===== src/rtl/i2s_frame_writer.sv =====
// rtl/i2s_frame_writer.sv - I2S single-channel capture with ping-pong frame buffer write control
module i2s_frame_writer #(
    parameter int DATA_BITS = 16,
    parameter int ADDR_BITS = 10,
    parameter bit CHANNEL   = 1'b0
) (
    input  logic                 clk,
    input  logic                 rst,
    input  logic                 ws_i,
    input  logic                 sd_i,
    output logic [DATA_BITS-1:0] buff_wdata_o,
    output logic [ADDR_BITS-1:0] buff_waddr_o,
    output logic                 buff_we_o,
    output logic                 buff_sel_o,
    output logic                 frame_done_o,
    output logic                 sync_err_o
);

    // bit counter must hold DATA_BITS itself, which doubles as the idle value
    localparam int                    CNT_BITS  = $clog2(DATA_BITS + 1);
    localparam logic [CNT_BITS-1:0]   CNT_FULL  = CNT_BITS'(DATA_BITS);
    localparam logic [CNT_BITS-1:0]   CNT_LAST  = CNT_BITS'(DATA_BITS - 1);
    localparam logic [ADDR_BITS-1:0]  LAST_ADDR = '1;

    // word-select edge detection; primed_q masks the first cycle after reset
    logic                 primed_q;
    logic                 ws_d_q;
    logic                 ws_edge;

    // slot capture state
    logic [CNT_BITS-1:0]  bit_cnt_q,  bit_cnt_d;
    logic                 slot_ch_q,  slot_ch_d;
    logic [DATA_BITS-1:0] shreg_q,    shreg_d;
    logic                 word_rdy_q, word_rdy_d;
    logic                 capturing;
    logic                 present;
    logic                 short_slot;

    // buffer write side
    logic [ADDR_BITS-1:0] wr_ptr_q,   wr_ptr_d;
    logic [DATA_BITS-1:0] wdata_q,    wdata_d;
    logic [ADDR_BITS-1:0] waddr_q,    waddr_d;
    logic                 we_q,       we_d;
    logic                 swap_pend_q, swap_pend_d;
    logic                 sel_q,      sel_d;
    logic                 done_q,     done_d;
    logic                 err_q,      err_d;

    // decode the events that drive capture and write decisions this cycle
    always_comb begin
        ws_edge    = primed_q && (ws_i != ws_d_q);
        capturing  = (bit_cnt_q < CNT_FULL);
        // the word is complete one cycle after its LSB was shifted in
        present    = word_rdy_q && (slot_ch_q == CHANNEL);
        // a slot of our channel cut off after some but not all bits arrived
        short_slot = ws_edge && (slot_ch_q == CHANNEL) && capturing
                     && (bit_cnt_q != '0);
    end

    // next-state for the serial shifter and slot tracking
    always_comb begin
        bit_cnt_d  = bit_cnt_q;
        slot_ch_d  = slot_ch_q;
        shreg_d    = shreg_q;
        word_rdy_d = 1'b0;
        if (ws_edge) begin
            // a new slot starts; whatever was partially shifted is abandoned
            bit_cnt_d = '0;
            slot_ch_d = ws_i;
        end else if (capturing) begin
            shreg_d    = {shreg_q[DATA_BITS-2:0], sd_i};
            bit_cnt_d  = bit_cnt_q + 1'b1;
            word_rdy_d = (bit_cnt_q == CNT_LAST);
        end
    end

    // next-state for the write port, bank select and error flag
    always_comb begin
        wr_ptr_d    = wr_ptr_q;
        wdata_d     = wdata_q;
        waddr_d     = waddr_q;
        we_d        = present;
        swap_pend_d = present && (wr_ptr_q == LAST_ADDR);
        if (present) begin
            wdata_d  = shreg_q;
            waddr_d  = wr_ptr_q;
            wr_ptr_d = wr_ptr_q + 1'b1;
        end
        // swap one cycle after the last address so it is written in the old bank
        sel_d  = sel_q ^ swap_pend_q;
        done_d = swap_pend_q;
        err_d  = err_q | short_slot;
    end

    // edge-detect registers; ws_d_q tracks ws_i even during reset
    always_ff @(posedge clk) begin
        ws_d_q <= ws_i;
        if (rst) begin
            primed_q <= 1'b0;
        end else begin
            primed_q <= 1'b1;
        end
    end

    // capture state registers; idle counter value blocks capture until a ws edge
    always_ff @(posedge clk) begin
        if (rst) begin
            bit_cnt_q  <= CNT_FULL;
            slot_ch_q  <= 1'b0;
            shreg_q    <= '0;
            word_rdy_q <= 1'b0;
        end else begin
            bit_cnt_q  <= bit_cnt_d;
            slot_ch_q  <= slot_ch_d;
            shreg_q    <= shreg_d;
            word_rdy_q <= word_rdy_d;
        end
    end

    // write-side registers
    always_ff @(posedge clk) begin
        if (rst) begin
            wr_ptr_q    <= '0;
            wdata_q     <= '0;
            waddr_q     <= '0;
            we_q        <= 1'b0;
            swap_pend_q <= 1'b0;
            sel_q       <= 1'b0;
            done_q      <= 1'b0;
            err_q       <= 1'b0;
        end else begin
            wr_ptr_q    <= wr_ptr_d;
            wdata_q     <= wdata_d;
            waddr_q     <= waddr_d;
            we_q        <= we_d;
            swap_pend_q <= swap_pend_d;
            sel_q       <= sel_d;
            done_q      <= done_d;
            err_q       <= err_d;
        end
    end

    assign buff_wdata_o = wdata_q;
    assign buff_waddr_o = waddr_q;
    assign buff_we_o    = we_q;
    assign buff_sel_o   = sel_q;
    assign frame_done_o = done_q;
    assign sync_err_o   = err_q;

endmodule


===== config.mk =====
export PLATFORM = sky130hd
export DESIGN_NAME = i2s_frame_writer
export DESIGN_NICKNAME = d
export VERILOG_FILES = /design/src/rtl/i2s_frame_writer.sv
export SDC_FILE = /design/constraint.sdc
export NUM_CORES = 1
export LEC_CHECK = 0
export BUFFER_PORTS_ARGS = -buffer_cell sky130_fd_sc_hd__clkbuf_2
export CAP_MARGIN = 20
export CORE_ASPECT_RATIO = 0.9
export CORE_MARGIN = 10
export CORE_UTILIZATION = 55
export DETAILED_ROUTE_END_ITERATION = 10
export GPL_TIMING_DRIVEN = 0
export HOLD_SLACK_MARGIN = 0.06
export MAX_ROUTING_LAYER = met4
export PLACE_DENSITY = 0.88
export SLEW_MARGIN = 40
export SYNTH_ARGS = -nofsm -noshare
export SYNTH_HDL_FRONTEND = slang
export SYNTH_SLANG_ARGS = --single-unit

===== constraint.sdc =====
create_clock -name clk -period 1.72 [get_ports clk]
set_clock_uncertainty 0.1 [all_clocks]
set_input_delay 0.258 -clock clk [delete_from_list [all_inputs] [get_ports clk]]
set_output_delay 0.258 -clock clk [all_outputs]
set_load 0.1 [all_outputs]

# Word-level counts from Yosys, hierarchy flattened

Cells that the tools add are included.

Bitwise gates (word level): 5
Reduce and logical (&&, ||, !) cells: 11
Muxes and demuxes: 3
Equal/unequal tests: 3
$lt $le $gt $ge: 1
Add/subtract/negate cells: 2

Operators by type and width:

| kind                    | number |
|---|---|
| $add A10 B1 Y10 const B | 1 |
| $eq A10 B10 Y1 const B  | 1 |
| $mux W5                 | 2 |
| $logic_and A1 B1 Y1     | 6 |
| $add A5 B1 Y5 const B   | 1 |
| $eq A5 B4 Y1 const B    | 1 |
| $lt A5 B5 Y1 const B    | 1 |
| $reduce_bool A5 Y1      | 1 |
| $not A1 Y1              | 3 |
| $reduce_or A3 Y1        | 1 |
| $reduce_and A2 Y1       | 1 |
| $reduce_bool A2 Y1      | 1 |
| $reduce_or A2 Y1        | 1 |
| $mux W1                 | 1 |
| $ne A1 B1 Y1            | 1 |
| $or A1 B1 Y1            | 1 |
| $xor A1 B1 Y1           | 1 |

Input bits: 4
Output and inout bits: 30
Register bits after elaboration: 66

# Depth between registers and ports, before layout

Gate-level depths: netlist of the first run.

Depth in word-level cells: 6
Gate-level depth with buffers: 5
Depth with buffers taken out: 5

# Worst setup path after synthesis of the first run

OpenSTA, ideal clock, no wires.

Kind: register -> register
From: register wr_ptr_q[0]
To: register wr_ptr_q[8]
Data arrival time: 1.300 ns
Clock period less this slack: 1.471 ns
Cell stages (with the launch flop): 5
Slack: 0.249 ns
Cells stage by stage: dfxtp_1 -> ha_1 -> nand4b_4 -> or4_1 -> a21oi_1

Word-level cells in the longest chain between the ends: 1

Ends and longest elaborated chain:

| what                   | RTL line | text |
|---|---|---|
| start, declared        | 40       | `logic [ADDR_BITS-1:0] wr_ptr_q, wr_ptr_d;` |
| start signal, assigned | 132      | `wr_ptr_q <= wr_ptr_d;` |
| $add A10 B1 Y10        | 87       | `wr_ptr_d = wr_ptr_q + 1'b1;` |

No other way between the ends.
A chain may end at the register's enable or synchronous reset.

# Worst setup path in the final report of the first run

From: register word_rdy_q
To: register wdata_q[13], in the netlist buff_wdata_o[13]

Word-level cells in the longest chain between the ends: 1

Ends and longest elaborated chain:

| what                   | RTL line | text |
|---|---|---|
| start, declared        | 34       | `logic word_rdy_q, word_rdy_d;` |
| start signal, assigned | 116      | `word_rdy_q <= word_rdy_d;` |
| $logic_and A1 B1 Y1    | 54       | `present = word_rdy_q && (slot_ch_q == CHANNEL);` |
| end signal, assigned   | 133      | `wdata_q <= wdata_d;` |
| end, declared          | 41       | `logic [DATA_BITS-1:0] wdata_q, wdata_d;` |

No other way between the ends.

==> flow_summary.json, run 1 <==
{
  "post_cts_buffers": 0,
  "cpMostUsedCell": "buf_2",
  "core_area_um2": 4180,
  "totalWireLength_mm": 4.84,
  "synth_cell_type_count": 31,
  "tns_ns": 0,
  "cts_root_buf": "clkbuf_8",
  "rrSetupSlack_ns": 0.12,
  "layout_commonest_cell": "nand2_1",
  "firstDrtPassIters": 6,
  "use_met2": 0.203,
  "hold_viol": 0,
  "end_kind": "flop",
  "drtIter0Drc": 116,
  "ant_nets": 0,
  "hold_path.class": "input port to flop",
  "p_comb_frac": 0.035,
  "die_w_um": 90.4,
  "dpl.hpwl_mm": 3.43,
  "path_buf_inv": 2,
  "p_int_mw": 2.36,
  "r2r_end": "buff_wdata_o[13]",
  "rsz0062_at_grt": "no",
  "stdcell_area_um2": 2910,
  "h-tree-depth": 3,
  "clkLatencyLatePin_ns": 0.33,
  "start_kind": "flop",
  "layout_common_cells": "77 x nand2_1, 66 x dfxtp_1, 34 x a21oi_1",
  "viasPerCell": 5.04,
  "cts_made_buffers": 9,
  "overflow": 0,
  "synthArstFlopShare": 0,
  "met1_usage": 0.156,
  "status": "finished, final reports clean",
  "syn-cell-area_um2": 2450,
  "setup_ws_ns": 0.116,
  "required_ns": 1.86,
  "swShare": 0.207,
  "cp-startpoint": "word_rdy_q",
  "tightestPinTransition_ns": 0.555,
  "ys_warn_count": 0,
  "drive_gt1_frac": 0.182,
  "fin_crit_ns": 1.60,
  "wl_per_cell_um": 12.8,
  "synthCells": 270,
  "antenna_found_initial": 0,
  "ys.flop_type": "dfxtp_1",
  "fin_nets": 321,
  "route.detailed.drc": 0,
  "ff2ff_path_depth": 5,
  "yosysSeqAreaShare": 0.539,
  "fmax_mhz": 623,
  "worstHoldEndpoint": "shreg_q[0]",
  "dp_slack_ns": 0.0311,
  "slowest_delay_ns": 0.48,
  "critPathMaxFanout": 10,
  "row_count": 22,
  "dieHeight_um": 83.3,
  "io_buffers": 32,
  "syn_avg_cell_area_um2": 9.07,
  "vias": 1904,
  "die_area_um2": 7530,
  "seqPwrFrac": 0.521,
  "finalCritPeriodShare": 0.933,
  "slew_headroom": 0.631,
  "placed_area_um2": 2690,
  "worstReg2RegStart": "word_rdy_q",
  "cts_tree": "yes",
  "clockBufferDepth": 2,
  "syn_nets": 277,
  "grt_pass1_wl_mm": 8.24,
  "crit_type": "flop to flop",
  "grt_max_degree": 11,
  "gp_congestion": 0.756,
  "max-vdd-ir-drop_mv": 0.687,
  "io_pins": 34,
  "ys_ff_latch": 66,
  "p_leak_nw": 1.17,
  "power_frac_clock": 0.444,
  "grt_use_met3": 0.0647,
  "crit_slowest_cell": "dfxtp_1",
  "critPathArrivalTime_ns": 1.75,
  "finalSetupViolations": 0,
  "worstHoldStart": "sd_i",
  "grt_usage": 0.136,
  "area_delta_synth_final_pct": 18.7,
  "max_cap_viol_count": 0,
  "start_util": 0.586,
  "grt_pass1_vias": 1818,
  "fillers": 339,
  "power_density_nw_per_um2": 1020,
  "p_sw_uw": 616,
  "path_cells": "nor2b_1, buf_2, buf_2, nand2_1, a21oi_1",
  "diodes": 0,
  "clock-sinks": 66,
  "crit_family": "flip-flops",
  "busiest_layer": "met2",
  "clk_pin_slew_ns": 0.07,
  "finalMaxSlewViolations": 0,
  "synth_edf_count": 0,
  "hold_depth": 3
}
-- how the worst max path moves through the flow --
stage / end / slack [ns] / cells past startpoint
global route: buff_wdata_o[13] / 0.02 / 5
floorplan: wr_ptr_q[8] / 0.25 / 4
detailed placement: shreg_q[11] / 0.03 / 5
global placement: shreg_q[11] / 0.08 / 5
CTS: shreg_q[11] / 0.09 / 4
finish: buff_wdata_o[13] / 0.12 / 5
-- through the flow --
step                hold WS (ns)  instances  utilization  power [mW]
floorplan                  0.186        270            -        1.66
CTS                       0.0686        378        0.693        3.00
detailed placement         0.316        362        0.642        1.68
finish                    0.0785        378        0.695        2.98
global placement           0.314        362        0.642        1.68
global route              0.0787        378        0.695        3.07
-- layer usage --
metal  part of all wire  up-vias
li1                   -      985
met1               0.46      869
met2               0.46       41
met3              0.065        9
met4              0.014        0
met5                  0        -
-- repair_timing --
| item | in CTS | in global routing |
|---|---|---|
| endpoints found under the setup margin | 0 | 3 |
| resized for setup | 0 | 2 |
| hold buffers | 1 | 0 |
| endpoints found under the hold margin | 1 | 0 |
-- area by class of cell --
cell class	instances	area (um^2)	share of cell area
Inverter	5	18.8	0.00645
Clock inverter	2	35.0	0.0120
Clock buffer	13	169	0.0581
Buffer	15	73.8	0.0254
Timing Repair Buffer	33	170	0.0585
Sequential cell	66	1320	0.454
Multi-Input combinational cell	184	1050	0.360
Tap cell	60	75.1	0.0258
-- synth_stat cells, drive strengths merged, types with 2 or more instances --
cell type  count  area share
nand4b         2       0.013
dfxtp         66        0.54
a21o           2      0.0061
nand3b         2       0.011
mux2i         18       0.074
or4            3      0.0092
a21oi         35       0.073
o21ai          4      0.0082
inv            5      0.0077
buf            7       0.017
nor2b          4       0.010
ha             3       0.015
nand2         77        0.12
xor2           4       0.014
nor4           2      0.0051
nand3          2      0.0041
or3            3      0.0077
nor2          11       0.017
o31ai          3      0.0092
clkbuf         8       0.012
xnor2          3       0.011
-- cell families after synthesis --
| family | count (synthesis) | synth area share |
|---|---|---|
| simple gates | 110 | 0.207 |
| compound gates | 46 | 0.103 |
| buf+inv | 20 | 0.0368 |
| fa+ha+maj | 3 | 0.0153 |
| xor+xnor | 7 | 0.0250 |
| mux | 18 | 0.0735 |
| flops | 66 | 0.539 |
-- tightest hold or removal path, stage by stage --
cell and delay, ns:
clkbuf_2 0.09, nand2_1 0.06, mux2i_1 0.06
-- registers in the layout, indices dropped and copies added (netlist names), 5 cells and up --
name and flops:
buff_wdata_o 16, shreg_q 16, buff_waddr_o 10, wr_ptr_q 10
bit_cnt_q 5
-- power groups by stage --
stage | Clock, mW | Combinational [mW] | Sequential [mW]
2_1_floorplan | 0 | 0.0786 | 1.58
3_3_place_gp | 0 | 0.0990 | 1.58
3_5_place_dp | 0 | 0.101 | 1.58
4_1_cts | 1.34 | 0.103 | 1.55
5_1_grt | 1.41 | 0.115 | 1.55
6_report | 1.32 | 0.104 | 1.55
Power figures use the tool's default switching activity.
==> run 2, diff against run 1 <==
--- a/config.mk
+++ b/config.mk
@@ -8,13 +8,12 @@
 export BUFFER_PORTS_ARGS = -buffer_cell sky130_fd_sc_hd__clkbuf_2
 export CAP_MARGIN = 20
 export CORE_ASPECT_RATIO = 0.9
-export CORE_MARGIN = 10
 export CORE_UTILIZATION = 55
 export DETAILED_ROUTE_END_ITERATION = 10
 export GPL_TIMING_DRIVEN = 0
 export HOLD_SLACK_MARGIN = 0.06
 export MAX_ROUTING_LAYER = met4
-export PLACE_DENSITY = 0.88
+export PLACE_DENSITY = 0.87
 export SLEW_MARGIN = 40
 export SYNTH_ARGS = -nofsm -noshare
 export SYNTH_HDL_FRONTEND = slang
==> flow_summary.json, run 2 (synthesized netlist as in run 1, its figures left out) <==
{
  "core_area_um2": 4180,
  "fin_nets": 321,
  "required_ns": 1.88,
  "cpMostUsedCell": "buf_2",
  "totalWireLength_mm": 4.76,
  "clock-sinks": 66,
  "grt_max_degree": 11,
  "met1_usage": 0.266,
  "start_kind": "flop",
  "dpl.hpwl_mm": 3.23,
  "io_pins": 34,
  "post_cts_buffers": 0,
  "max_cap_viol_count": 0,
  "path_cells": "nor2b_1, buf_2, buf_2, nand2_1, a21oi_1",
  "critPathArrivalTime_ns": 1.73,
  "stdcell_area_um2": 2920,
  "end_kind": "flop",
  "diodes": 0,
  "tns_ns": 0,
  "slew_headroom": 0.639,
  "multiInputGateArea_um2": 1050,
  "rsz0062_at_grt": "no",
  "overflow": 0,
  "critPathMaxFanout": 10,
  "vias": 1954,
  "power_frac_clock": 0.458,
  "swShare": 0.202,
  "viasPerCell": 5.16,
  "io_buffers": 32,
  "h-tree-depth": 3,
  "firstDrtPassIters": 4,
  "fillers": 354,
  "drive_gt1_frac": 0.176,
  "ant_nets": 0,
  "hold_viol": 0,
  "drtIter0Drc": 102,
  "dieHeight_um": 65.3,
  "clockBufferDepth": 2,
  "finalCritPeriodShare": 0.915,
  "die_area_um2": 4730,
  "gp_congestion": 0.813,
  "seq_area_um2": 1320,
  "route.detailed.drc": 0,
  "p_comb_frac": 0.035,
  "grt_usage": 0.232,
  "slowest_delay_ns": 0.49,
  "p_sw_uw": 617,
  "p_int_mw": 2.44,
  "max-vdd-ir-drop_mv": 0.580,
  "path_buf_inv": 2,
  "finalMaxSlewViolations": 0,
  "fmax_mhz": 635,
  "fin_crit_ns": 1.57,
  "die_w_um": 72.4,
  "cts_root_buf": "clkbuf_8",
  "crit_family": "flip-flops",
  "start_util": 0.586,
  "busiest_layer": "met2",
  "status": "finished, final reports clean",
  "finalSetupViolations": 0,
  "placed_area_um2": 2690,
  "crit_slowest_cell": "dfxtp_1",
  "cts_tree": "yes",
  "hold_path.class": "input port to flop",
  "clk_pin_slew_ns": 0.07,
  "cts_made_buffers": 9,
  "grt_use_met3": 0.0782,
  "row_count": 22,
  "antenna_found_initial": 0,
  "p_leak_nw": 1.17,
  "layout_common_cells": "77 x nand2_1, 66 x dfxtp_1, 34 x a21oi_1",
  "layout_commonest_cell": "nand2_1",
  "grt_pass1_wl_mm": 7.88,
  "seqPwrFrac": 0.507,
  "grt_pass1_vias": 1808,
  "tightestPinTransition_ns": 0.544,
  "crit_type": "flop to flop",
  "area_delta_synth_final_pct": 19.0,
  "power_density_nw_per_um2": 1050,
  "wl_per_cell_um": 12.6,
  "use_met2": 0.369,
  "clkLatencyLatePin_ns": 0.34
}
run 2: timing repair:
action	in CTS	in global routing
hold buffers	1	0
hold endpoints to repair	1	0
setup endpoints to repair	0	1
gates resized for setup	0	1
run 2: final timing paths:
| check | cells past startpoint | slack [ns] | from | endpoint |
|---|---|---|---|---|
| max reg2reg | 5 | 0.15 | word_rdy_q | buff_wdata_o[8] |
| max | 5 | 0.15 | word_rdy_q | buff_wdata_o[8] |
| min | 3 | 0.08 | sd_i | shreg_q[0] |
| min reg2reg | 2 | 0.35 | buff_wdata_o[7] | buff_wdata_o[7] |
run 2: power groups by stage:
| stage | clock network (mW) | logic [mW] | registers (mW) |
|---|---|---|---|
| 2_1_floorplan | 0 | 0.0786 | 1.58 |
| 3_3_place_gp | 0 | 0.0991 | 1.58 |
| 3_5_place_dp | 0 | 0.101 | 1.58 |
| 4_1_cts | 1.42 | 0.104 | 1.55 |
| 5_1_grt | 1.48 | 0.118 | 1.55 |
| 6_report | 1.40 | 0.106 | 1.55 |
run 2: area by class of cell:
cell class / instances / share of cell area
well taps: 60 / 0.0258
clock buffers: 14 / 0.0524
clock inverters: 2 / 0.0206
plain buffers: 15 / 0.0245
repair buffers: 33 / 0.0584
flip-flops and latches: 66 / 0.453
inverters: 5 / 0.00644
multi-input cells: 184 / 0.359
run 2: worst min-delay path: stages:
cell,delay [ns]
clkbuf_2,0.09
nand2_1,0.06
mux2i_1,0.07
run 2: per-layer routing:
metal,wire length (um),vias up
met5,0,-
met4,82,0
met3,180,10
met2,2290,40
met1,2210,914
li1,-,990
run 2: stage by stage:
stage	util	worst slack (ns)	cells	total power, mW	hold slack, ns
5_1_grt	0.697	0.0374	379	3.15	0.0785
3_5_place_dp	0.642	0.0348	362	1.68	0.320
6_report	0.697	0.146	379	3.06	0.0811
4_1_cts	0.695	0.101	379	3.07	0.0721
2_1_floorplan	-	0.249	270	1.66	0.186
3_3_place_gp	0.642	0.0788	362	1.68	0.313
==> run 3, diff against run 2 <==
--- a/config.mk
+++ b/config.mk
@@ -5,7 +5,7 @@
 export SDC_FILE = /design/constraint.sdc
 export NUM_CORES = 1
 export LEC_CHECK = 0
-export BUFFER_PORTS_ARGS = -buffer_cell sky130_fd_sc_hd__clkbuf_2
+export BUFFER_PORTS_ARGS = -buffer_cell sky130_fd_sc_hd__buf_2
 export CAP_MARGIN = 20
 export CORE_ASPECT_RATIO = 0.9
 export CORE_UTILIZATION = 55
==> flow_summary.json, run 3 (synthesized netlist as in run 1, its figures left out) <==
{
  "status": "finished, final reports clean",
  "drive_gt1_frac": 0.183,
  "fmax_mhz": 614,
  "dieHeight_um": 65.3,
  "die_area_um2": 4730,
  "max-vdd-ir-drop_mv": 0.661,
  "viasPerCell": 5.10,
  "totalWireLength_mm": 4.56,
  "clockBufferDepth": 2,
  "grt_pass1_wl_mm": 7.64,
  "start_kind": "flop",
  "h-tree-depth": 3,
  "placed_area_um2": 2690,
  "cts_tree": "yes",
  "antenna_found_initial": 0,
  "p_total_mw": 2.82,
  "finalCritPeriodShare": 0.948,
  "multiInputGateArea_um2": 1040,
  "drtIter0Drc": 118,
  "row_count": 22,
  "finalMaxSlewViolations": 0,
  "clkLatencyLatePin_ns": 0.34,
  "firstDrtPassIters": 6,
  "required_ns": 1.89,
  "worst_hold_slack_ns": 0.114,
  "grt_usage": 0.228,
  "p_leak_nw": 1.18,
  "io_pins": 34,
  "cts_made_buffers": 9,
  "core_area_um2": 4180,
  "stdcell_area_um2": 2870,
  "critPathArrivalTime_ns": 1.80,
  "start_util": 0.586,
  "dpl.hpwl_mm": 3.13,
  "slew_headroom": 0.634,
  "seq_area_um2": 1320,
  "hold_viol": 0,
  "hold_path.class": "input port to flop",
  "tightestPinTransition_ns": 0.549,
  "grt_max_degree": 11,
  "route.detailed.drc": 0,
  "rsz0062_at_grt": "no",
  "finalSetupViolations": 0,
  "crit_slowest_cell": "a21oi_2",
  "ant_nets": 0,
  "io_buffers": 32,
  "critPathMaxFanout": 10,
  "crit_type": "flop to flop",
  "cts_root_buf": "clkbuf_8",
  "layout_commonest_cell": "nand2_1",
  "diodes": 0,
  "path_cells": "xor2_1, a21oi_2, buf_6, mux2i_1",
  "max_cap_viol_count": 0,
  "vias": 1923,
  "power_density_nw_per_um2": 983,
  "slowest_delay_ns": 0.48,
  "placed_cells": 362,
  "clk_pin_slew_ns": 0.07,
  "layout_common_cells": "77 x nand2_1, 66 x dfxtp_1, 38 x buf_2",
  "overflow": 0,
  "end_kind": "flop",
  "fillers": 364,
  "fin_nets": 321,
  "grt_pass1_vias": 1725,
  "area_delta_synth_final_pct": 17.3,
  "wl_per_cell_um": 12.1,
  "tns_ns": 0,
  "fin_crit_ns": 1.63,
  "clock-sinks": 66,
  "gp_congestion": 0.812,
  "finalNonFillerCells": 377,
  "die_w_um": 72.4
}
-- run 3: cell count changes in the layout (fill, tap and decap cells not counted) --
cell        before  now
clkbuf_8        10   12
a21oi_4          1    0
bufinv_16        2    0
buf_2            6   38
a21oi_2          0    1
clkinv_2         0    1
clkinvlp_4       0    1
clkbuf_2        32    0
clkbuf_1        12    8
-- run 3: final timing paths --
kind,cells past startpoint,slack [ns],startpoint,endpoint
worst min-delay path,3,0.11,ws_i,slot_ch_q
worst max-delay path,4,0.09,ws_d_q,shreg_q[14]
worst max register to register,4,0.09,ws_d_q,shreg_q[14]
worst min register to register,2,0.35,buff_wdata_o[7],buff_wdata_o[7]
-- run 3: final cells by class --
| cell class | count | share of cell area |
|---|---|---|
| plain buffers | 15 | 0.0248 |
| clock buffers | 12 | 0.0575 |
| clock inverters | 2 | 0.00436 |
| inverters | 5 | 0.00653 |
| multi-input cells | 184 | 0.361 |
| flip-flops and latches | 66 | 0.460 |
| well taps | 60 | 0.0261 |
| repair buffers | 33 | 0.0592 |
-- run 3: timing repair --
action | CTS | global route
setup buffers | 0 | 0
resized for setup | 0 | 0
endpoints found under the hold margin | 1 | 0
hold buffers | 1 | 0
-- run 3: per-layer routing --
layer  up-vias  routed length, um  global-route usage
met4         0                 83               0.113
met5         -                  0                   -
met2        42               2070               0.336
met3         7                271               0.109
li1        984                  -                   -
met1       890               2130               0.260
-- run 3: power by group --
group          internal, mW  switching [mW]
logic                0.0408          0.0624
registers              1.54          0.0101
clock network         0.622           0.549
total                  2.20           0.621
-- run 3: per-stage QoR --
stage | setup WS [ns] | utilization
global placement | 0.0736 | 0.642
floorplan | 0.249 | -
global route | 0.00568 | 0.687
detailed placement | 0.0256 | 0.642
CTS | 0.0629 | 0.687
finish | 0.0901 | 0.687
-- run 3: worst max-delay path, delay by kind of cell, from the launching register on --
kind                   cells  cell delay, ns
AO/OA/AOI/OAI              1            0.48
flip-flops                 1            0.33
XOR/XNOR                   1            0.19
multiplexers               1            0.20
buffers and inverters      1            0.25
